[src/rtl/hm_ctrl_pkg.sv]
// ============================================================================
// Module      : hm_ctrl_pkg
// Description : Shared types and constants for the double-SHA controller.
// Revision    : 1.0 - initial release
// ============================================================================
`default_nettype none

package hm_ctrl_pkg;

    localparam int ROUNDS = 64;
    localparam int CNT_W  = 7;

    typedef enum logic [2:0] {
        ST_IDLE  = 3'd0,
        ST_INIT  = 3'd1,
        ST_ROUND = 3'd2,
        ST_LOAD  = 3'd3,
        ST_DONE  = 3'd4
    } state_e;

    typedef enum logic [1:0] {
        PASS_BLK1 = 2'b00,
        PASS_BLK2 = 2'b01,
        PASS_DBL  = 2'b10
    } pass_e;

endpackage

`default_nettype wire

[src/rtl/hm_round_counter.sv]
// ============================================================================
// Module      : hm_round_counter
// Description : Saturating round counter with enable, clear and last flag.
// Revision    : 1.0 - initial release
// ============================================================================
`default_nettype none

module hm_round_counter
    import hm_ctrl_pkg::*;
(
    input  logic             clk,
    input  logic             rst,
    input  logic             en,
    input  logic             clr,
    output logic [CNT_W-1:0] count,
    output logic             last
);

    localparam logic [CNT_W-1:0] LAST_VAL = CNT_W'(ROUNDS - 1);

    logic [CNT_W-1:0] count_q;
    logic [CNT_W-1:0] count_d;

    // Clear wins over enable; the counter holds at the last round rather than wrapping.
    always_comb begin
        count_d = count_q;
        if (clr) begin
            count_d = '0;
        end else if (en && (count_q != LAST_VAL)) begin
            count_d = count_q + CNT_W'(1);
        end
    end

    always_ff @(posedge clk) begin
        if (rst) begin
            count_q <= '0;
        end else begin
            count_q <= count_d;
        end
    end

    assign count = count_q;
    assign last  = (count_q == LAST_VAL);

endmodule

`default_nettype wire

[src/rtl/hm_sha_controller.sv]
// ============================================================================
// Module      : hm_sha_controller
// Description : Sequences a SHA-256 core through the three passes of a double
//               hash. Optional HM_CTRL_AUTO_RESTART_EN adds auto_run/nonce_inc.
// Revision    : 1.0 - initial release
// ============================================================================
`default_nettype none

module hm_sha_controller
    import hm_ctrl_pkg::*;
(
    input  logic             clk,
    input  logic             rst,
    input  logic             start,
    input  logic             abort,
    input  logic             pause,
`ifdef HM_CTRL_AUTO_RESTART_EN
    input  logic             auto_run,
    output logic             nonce_inc,
`endif
    output logic [CNT_W-1:0] count,
    output logic             init,
    output logic             halt,
    output logic             clear,
    output logic             out_load,
    output logic [1:0]       hash_select,
    output logic             busy,
    output logic             done
);

    state_e state_q, state_d;
    pass_e  pass_q,  pass_d;
    logic   init_q,  init_d;
    logic   halt_q,  halt_d;
    logic   clear_q, clear_d;
    logic   load_q,  load_d;
    logic   busy_q,  busy_d;
    logic   done_q,  done_d;
    logic   auto_q,  auto_d;
    logic   w_auto;
    logic   w_last;
    logic   w_cnt_en;
    logic   w_cnt_clr;
    logic   w_in_pass;

`ifdef HM_CTRL_AUTO_RESTART_EN
    assign w_auto    = auto_run;
    assign nonce_inc = auto_q;
`else
    assign w_auto    = 1'b0;
`endif

    always_comb begin
        state_d = state_q;
        pass_d  = pass_q;
        if (abort) begin
            state_d = ST_IDLE;
            pass_d  = PASS_BLK1;
        end else begin
            case (state_q)
                ST_IDLE: begin
                    if (start) begin
                        state_d = ST_INIT;
                        pass_d  = PASS_BLK1;
                    end
                end
                ST_INIT:  state_d = ST_ROUND;
                ST_ROUND: begin
                    if (!pause && w_last) begin
                        state_d = ST_LOAD;
                    end
                end
                ST_LOAD: begin
                    case (pass_q)
                        PASS_BLK1: begin
                            state_d = ST_INIT;
                            pass_d  = PASS_BLK2;
                        end
                        PASS_BLK2: begin
                            state_d = ST_INIT;
                            pass_d  = PASS_DBL;
                        end
                        default:   state_d = ST_DONE;
                    endcase
                end
                ST_DONE: begin
                    // auto_q was captured on entry to DONE so busy, nonce_inc and the restart agree.
                    state_d = auto_q ? ST_INIT : ST_IDLE;
                    pass_d  = PASS_BLK1;
                end
                default: begin
                    state_d = ST_IDLE;
                    pass_d  = PASS_BLK1;
                end
            endcase
        end
    end

    always_comb begin
        w_in_pass = (state_d == ST_INIT) || (state_d == ST_ROUND) || (state_d == ST_LOAD);
        init_d    = (state_d == ST_INIT);
        halt_d    = !((state_d == ST_INIT) ||
                      ((state_d == ST_ROUND) && !((state_q == ST_ROUND) && pause)));
        clear_d   = w_in_pass && (pass_d != PASS_BLK2);
        load_d    = (state_d == ST_LOAD);
        done_d    = (state_d == ST_DONE);
        auto_d    = (state_d == ST_DONE) && w_auto;
        busy_d    = w_in_pass || auto_d;
        w_cnt_clr = (state_d != ST_ROUND);
        w_cnt_en  = (state_q == ST_ROUND) && (state_d == ST_ROUND) && !pause;
    end

    always_ff @(posedge clk) begin
        if (rst) begin
            state_q <= ST_IDLE;
            pass_q  <= PASS_BLK1;
            init_q  <= 1'b0;
            halt_q  <= 1'b1;
            clear_q <= 1'b0;
            load_q  <= 1'b0;
            busy_q  <= 1'b0;
            done_q  <= 1'b0;
            auto_q  <= 1'b0;
        end else begin
            state_q <= state_d;
            pass_q  <= pass_d;
            init_q  <= init_d;
            halt_q  <= halt_d;
            clear_q <= clear_d;
            load_q  <= load_d;
            busy_q  <= busy_d;
            done_q  <= done_d;
            auto_q  <= auto_d;
        end
    end

    hm_round_counter u_round_counter (
        .clk   (clk),
        .rst   (rst),
        .en    (w_cnt_en),
        .clr   (w_cnt_clr),
        .count (count),
        .last  (w_last)
    );

    assign init        = init_q;
    assign halt        = halt_q;
    assign clear       = clear_q;
    assign out_load    = load_q;
    assign hash_select = pass_q;
    assign busy        = busy_q;
    assign done        = done_q;

endmodule

`default_nettype wire

[config.mk]
export PLATFORM = sky130hd
export DESIGN_NAME = hm_sha_controller
export DESIGN_NICKNAME = d
export VERILOG_FILES = /design/src/rtl/hm_ctrl_pkg.sv /design/src/rtl/hm_round_counter.sv /design/src/rtl/hm_sha_controller.sv
export SDC_FILE = /design/constraint.sdc
export NUM_CORES = 1
export LEC_CHECK = 0
export CORE_MARGIN = 2
export CORE_UTILIZATION = 47
export CTS_CLUSTER_SIZE = 8
export DETAILED_ROUTE_END_ITERATION = 8
export GPL_TIMING_DRIVEN = 0
export PLACE_DENSITY = 0.84
export SLEW_MARGIN = 15
export SYNTH_ARGS = -nofsm -noshare
export SYNTH_HDL_FRONTEND = slang
export SYNTH_SLANG_ARGS = --single-unit
[constraint.sdc]
create_clock -name clk -period 2.6 [get_ports clk]
set_input_delay 0.52 -clock clk [delete_from_list [all_inputs] [get_ports clk]]
set_output_delay 0.52 -clock clk [all_outputs]
set_load 0.02 [all_outputs]
* Word level (Yosys, flattened, before mapping)
Cells that the tools add are included.
Word-level totals: flip-flop bits (word level) 18, bits of input ports 5
Cells by class: multiplexer cells 9, add/sub/neg operators 1, equal/unequal tests 12, reduce and logical (&&, ||, !) cells 18
Operator list (number):
- equality test 3 x 2 -> 1 bit, second input constant | 4
- two-way mux 3 bit | 4
- case mux 3 bit (4 select lines) | 1
- adder 7 x 1 -> 7 bit, second input constant | 1
- equality test 7 x 6 -> 1 bit, second input constant | 1
- logical AND 1 bit | 7
- inequality test 7 x 6 -> 1 bit, second input constant | 1
- equality test 3 x 1 -> 1 bit, second input constant | 2
- case mux 2 bit (3 select lines) | 1
- OR reduction 2 bit | 3
- two-way mux 2 bit | 2
- case mux 2 bit (2 select lines) | 1
- equality test 3 bit, second input constant | 1
- logical NOT 1 bit | 3
- logical NOT 3 bit | 1
- logical OR 1 bit | 3
- inequality test 3 x 2 -> 1 bit, second input constant | 1
- equality test 2 x 1 -> 1 bit, second input constant | 1
- logical NOT 2 bit | 1
- inequality test 2 x 1 -> 1 bit, second input constant | 1

* Logic depth before layout (Yosys ltp)
word-level depth 9, mapped depth 7, mapped depth without buffers 6

* Modules after synthesis
A second synthesis with hierarchy kept.
Second synthesis, totals: cells, all modules 94, area total of the unflattened synthesis 852.1 sq um
Modules (own cells, without submodules):
- hm_sha_controller | area an instance 510.5 sq um, seq. area each 220.2 sq um, cells an instance 58, times used 1
- hm_round_counter | area an instance 341.6 sq um, seq. area each 140.1 sq um, cells an instance 36, times used 1

* Least setup slack after synthesis
Ideal clock, no wire load.
kind input to register, start point input abort, end point register u_round_counter.count_q[5], in the netlist u_round_counter.count[5], stages 5, path slack 0.541 ns, buffers on the path 1, data required time 2.530 ns, setup time 0.070 ns, data arrival time 1.989 ns, path through or2_1 -> buf_6 -> or4_4 -> or4_1 -> a21oi_1
Between the ends: cells in the longest elaborated chain, start to end 5, elaborated cells on any way between the ends 7, classes of those cells 2 x eq/ne; 1 x mux; 4 x reduce/logical
Ends and longest elaborated chain:
- start, declared | line hm_sha_controller.sv:15 | input logic abort,
- two-way mux 3 bit (*) | line hm_sha_controller.sv:56 | if (abort) begin
- equality test 3 x 2 -> 1 bit | line hm_sha_controller.sv:110 | w_cnt_en = (state_q == ST_ROUND) && (state_d == ST_ROUND) && !pause;
- logical AND 1 bit (2 in series) | line hm_sha_controller.sv:110
- logical AND 1 bit | line hm_round_counter.sv:29 | end else if (en && (count_q != LAST_VAL)) begin
- end signal, assigned | line hm_round_counter.sv:38 | count_q <= count_d;
- end, declared | line hm_round_counter.sv:21 | logic [CNT_W-1:0] count_q;
Every way passes the cells marked *; elsewhere a longest branch is shown, timed or not. A chain may end at the register's enable or synchronous reset.

* Worst setup path after layout
Same ends and word-level chain as after synthesis.

==> flow_metrics.tcl <==
set metrics [dict create \
    outcome "complete, no violations" \
    hold_ws_ns 0.446 \
    use_met3 0.0471 \
    ys_ff_latch 18 \
    grt_usage 0.173 \
    hold_viol 0 \
    min_path_type "register to register" \
    cp.required_ns 2.83 \
    dp_hpwl_microns 1240 \
    die_h_microns 46.2 \
    clk_latency_ns 0.29 \
    dieArea_sq_mm 0.00213 \
    cts_resized 0 \
    cts_hold_buf 0 \
    timing.fmax_ghz 0.438 \
    finalClockSkew_ns 0.00254 \
    htreeDepth 1 \
    relSlewSlack 0.700 \
    nets 122 \
    irDropWorstVdd_v 0.000258 \
    cts_tree "yes" \
    synth_mux_area_frac 0 \
    cp-endpoint "u_round_counter.count[5]" \
    final_layout_size_suffix_gt1_frac 0.116 \
    fillers 138 \
    n_antenna_cell 0 \
    place_congestion 0.782 \
    drt-initial-drc-count 12 \
    synthTopCellsByArea "dfxtp_1 43%, ha_1 6.0%, a21oi_1 4.8%" \
    min_period_ns 2.28 \
    arrival_ns 2.51 \
    synthDistinctLibCells 34 \
    cp-startpoint "abort" \
    firstDrtPassIters 4 \
    fin_crit_sh 0.877 \
    p_total_uw 494 \
    r2r-start "state_q[2]" \
    io_pins 20 \
    drc 0 \
    fin_setup_tns_ns 0 \
    synth_compound_area_frac 0.180 \
    yosys.area.top_type_share 0.431 \
    power.leakage_uw 0.000361 \
    power.density_mw_per_mm2 451 \
    vias 732 \
    critical_path_class "input port to register" \
    clockBufferDepth 2 \
    final-setup-viol-count 0 \
    io_buffers 19 \
    layout_commonest_cell "clkdlybuf4s50_1" \
    clkSlewWorstSetupHoldPaths_ns 0.10 \
    rsz0062_at_grt "false" \
    post_drt_wl_per_cell_microns 12.0 \
    wl_microns 1650 \
    yosysWarnings 0 \
    grt-busiest-layer "met2" \
    gr-total-overflow 0 \
    grt_start_max_net_pins 11 \
    final_cell_mix "19 x clkdlybuf4s50_1, 18 x dfxtp_1, 8 x a21oi_1, 5 x nor3_1" \
    avgSynthCellArea_sq_um 9.39 \
    synthCells 89 \
    netlist_area_sq_um 836 \
    cts_setup_buffers 0 \
    fin_util 0.640 \
    synthXorXnorAreaFrac 0.0210 \
    worstMarginPinSlew_ns 0.445 \
    r2r_end "u_round_counter.count[5]" \
    worstSetupStartpointType "input port" \
    clockRootBuffer "clkbuf_4" \
    maxCapViolations 0 \
    dieWidth_microns 46.2 \
    avgViaCountPerCell 5.34 \
    synthToLayoutAreaGrowth_pct 30.8 \
    r2r_cells 6 \
    grt_pass1_wl_microns 2660 \
    yosys.area_share.simple 0.249 \
    r2r_slack_ns 0.57 \
    endpoint_kind "register" \
    grt_pass1_vias 664 \
    postRouteAntennaNets 0 \
    clock-sinks 18 \
    rows 15 \
    crit_fanout 7 \
    synth_top_family_by_area "simple AND/OR/NAND/NOR gates" \
    drv_slew 0 \
    coreArea_sq_mm 0.00171 \
    grt_use_met2 0.258 \
    synth_top_area_cell "dfxtp_1" \
    ys_seq_area_frac 0.431 \
    initial_core_util 0.489 \
    syn_nets 98 \
    cts_buffers 3 \
    antenna_found_initial 0 \
    synthAdderAreaFrac 0.0599 \
    grt_use_met1 0.221 \
]
==> state kept, by name, summed over array words and instances, names as in the netlist <==
register               flops
busy                       1
hash_select                2
clear                      1
u_round_counter.count      7
halt                       1
init                       1
done                       1
state_q                    3
out_load                   1
==> cell families after synthesis <==
| kind of cell | Yosys count |
|---|---|
| adder cells (fa/ha/maj) | 4 |
| flip-flops | 18 |
| AO/OA/AOI/OAI | 23 |
| AND/OR/NAND/NOR | 34 |
| buffers and inverters | 8 |
| XOR/XNOR | 2 |
==> layout make-up <==
cell class / instances / area, sq um / area share
Tap cell: 25 / 31.3 / 0.0286
Buffer: 5 / 38.8 / 0.0355
Inverter: 3 / 11.3 / 0.0103
Multi-Input combinational cell: 63 / 425 / 0.389
Clock buffer: 4 / 36.3 / 0.0332
Sequential cell: 18 / 360 / 0.330
Timing Repair Buffer: 19 / 190 / 0.174
==> power breakdown <==
part / internal [uW] / switching (uW)
Sequential: 280 / 2.26
Clock: 85.3 / 86.0
Combinational: 20.2 / 19.6
Total: 386 / 108
==> layer usage <==
layer / up-vias / wire length, microns
met5: - / 0
met4: 0 / 46
met3: 7 / 56
met1: 337 / 794
li1: 372 / -
met2: 16 / 749
==> per-stage QoR <==
stage / worst slack [ns] / std cells / area, sq um
final: 0.319 / 137 / 1090
after global routing: 0.285 / 137 / 1090
after CTS: 0.320 / 137 / 1090
after detailed placement: 0.0171 / 133 / 1060
after global placement: 0.0373 / 133 / 1060
after floorplan: 0.541 / 89 / 836
==> worst max-delay path, cell delays in order <==
cell and delay (ns):
clkdlybuf4s50_1 0.44, or2_1 0.25, buf_6 0.13, or4_4 0.55, or4_1 0.48, a21oi_1 0.15
==> worst min path at each step <==
stage / startpoint / end / slack (ns) / cells past startpoint
after floorplan: state_q[2] / busy / 0.51 / 2
after global placement: u_round_counter.count[6] / u_round_counter.count[6] / 0.43 / 2
after detailed placement: u_round_counter.count[6] / u_round_counter.count[6] / 0.43 / 2
after CTS: u_round_counter.count[6] / u_round_counter.count[6] / 0.45 / 2
after global routing: u_round_counter.count[6] / u_round_counter.count[6] / 0.49 / 2
final: u_round_counter.count[6] / u_round_counter.count[6] / 0.45 / 2
==> synthesized netlist by cell type <==
| library cell | n |
|---|---|
| o21ai_0 | 4 |
| nor3b_1 | 1 |
| or3b_2 | 2 |
| or4b_2 | 1 |
| buf_6 | 2 |
| inv_1 | 3 |
| a21oi_1 | 8 |
| a311oi_1 | 1 |
| o211ai_1 | 2 |
| clkbuf_1 | 1 |
| ha_1 | 4 |
| dfxtp_1 | 18 |
| and2_0 | 1 |
| or4_1 | 2 |
| a21bo_2 | 1 |
| nor2b_1 | 3 |
| o32a_1 | 1 |
| a211o_1 | 1 |
| and2_1 | 1 |
| buf_2 | 1 |
| nand2b_1 | 2 |
| a21boi_0 | 1 |
| nand2_1 | 4 |
| buf_4 | 1 |
| xnor2_1 | 2 |
| and4b_1 | 1 |
| nor4_1 | 2 |
| nor2_1 | 4 |
| or2_1 | 1 |
| or4_4 | 1 |
| or3_1 | 3 |
| o31ai_1 | 2 |
| nor3_1 | 5 |
| a211oi_1 | 2 |
Power figures use the tool's default switching activity.
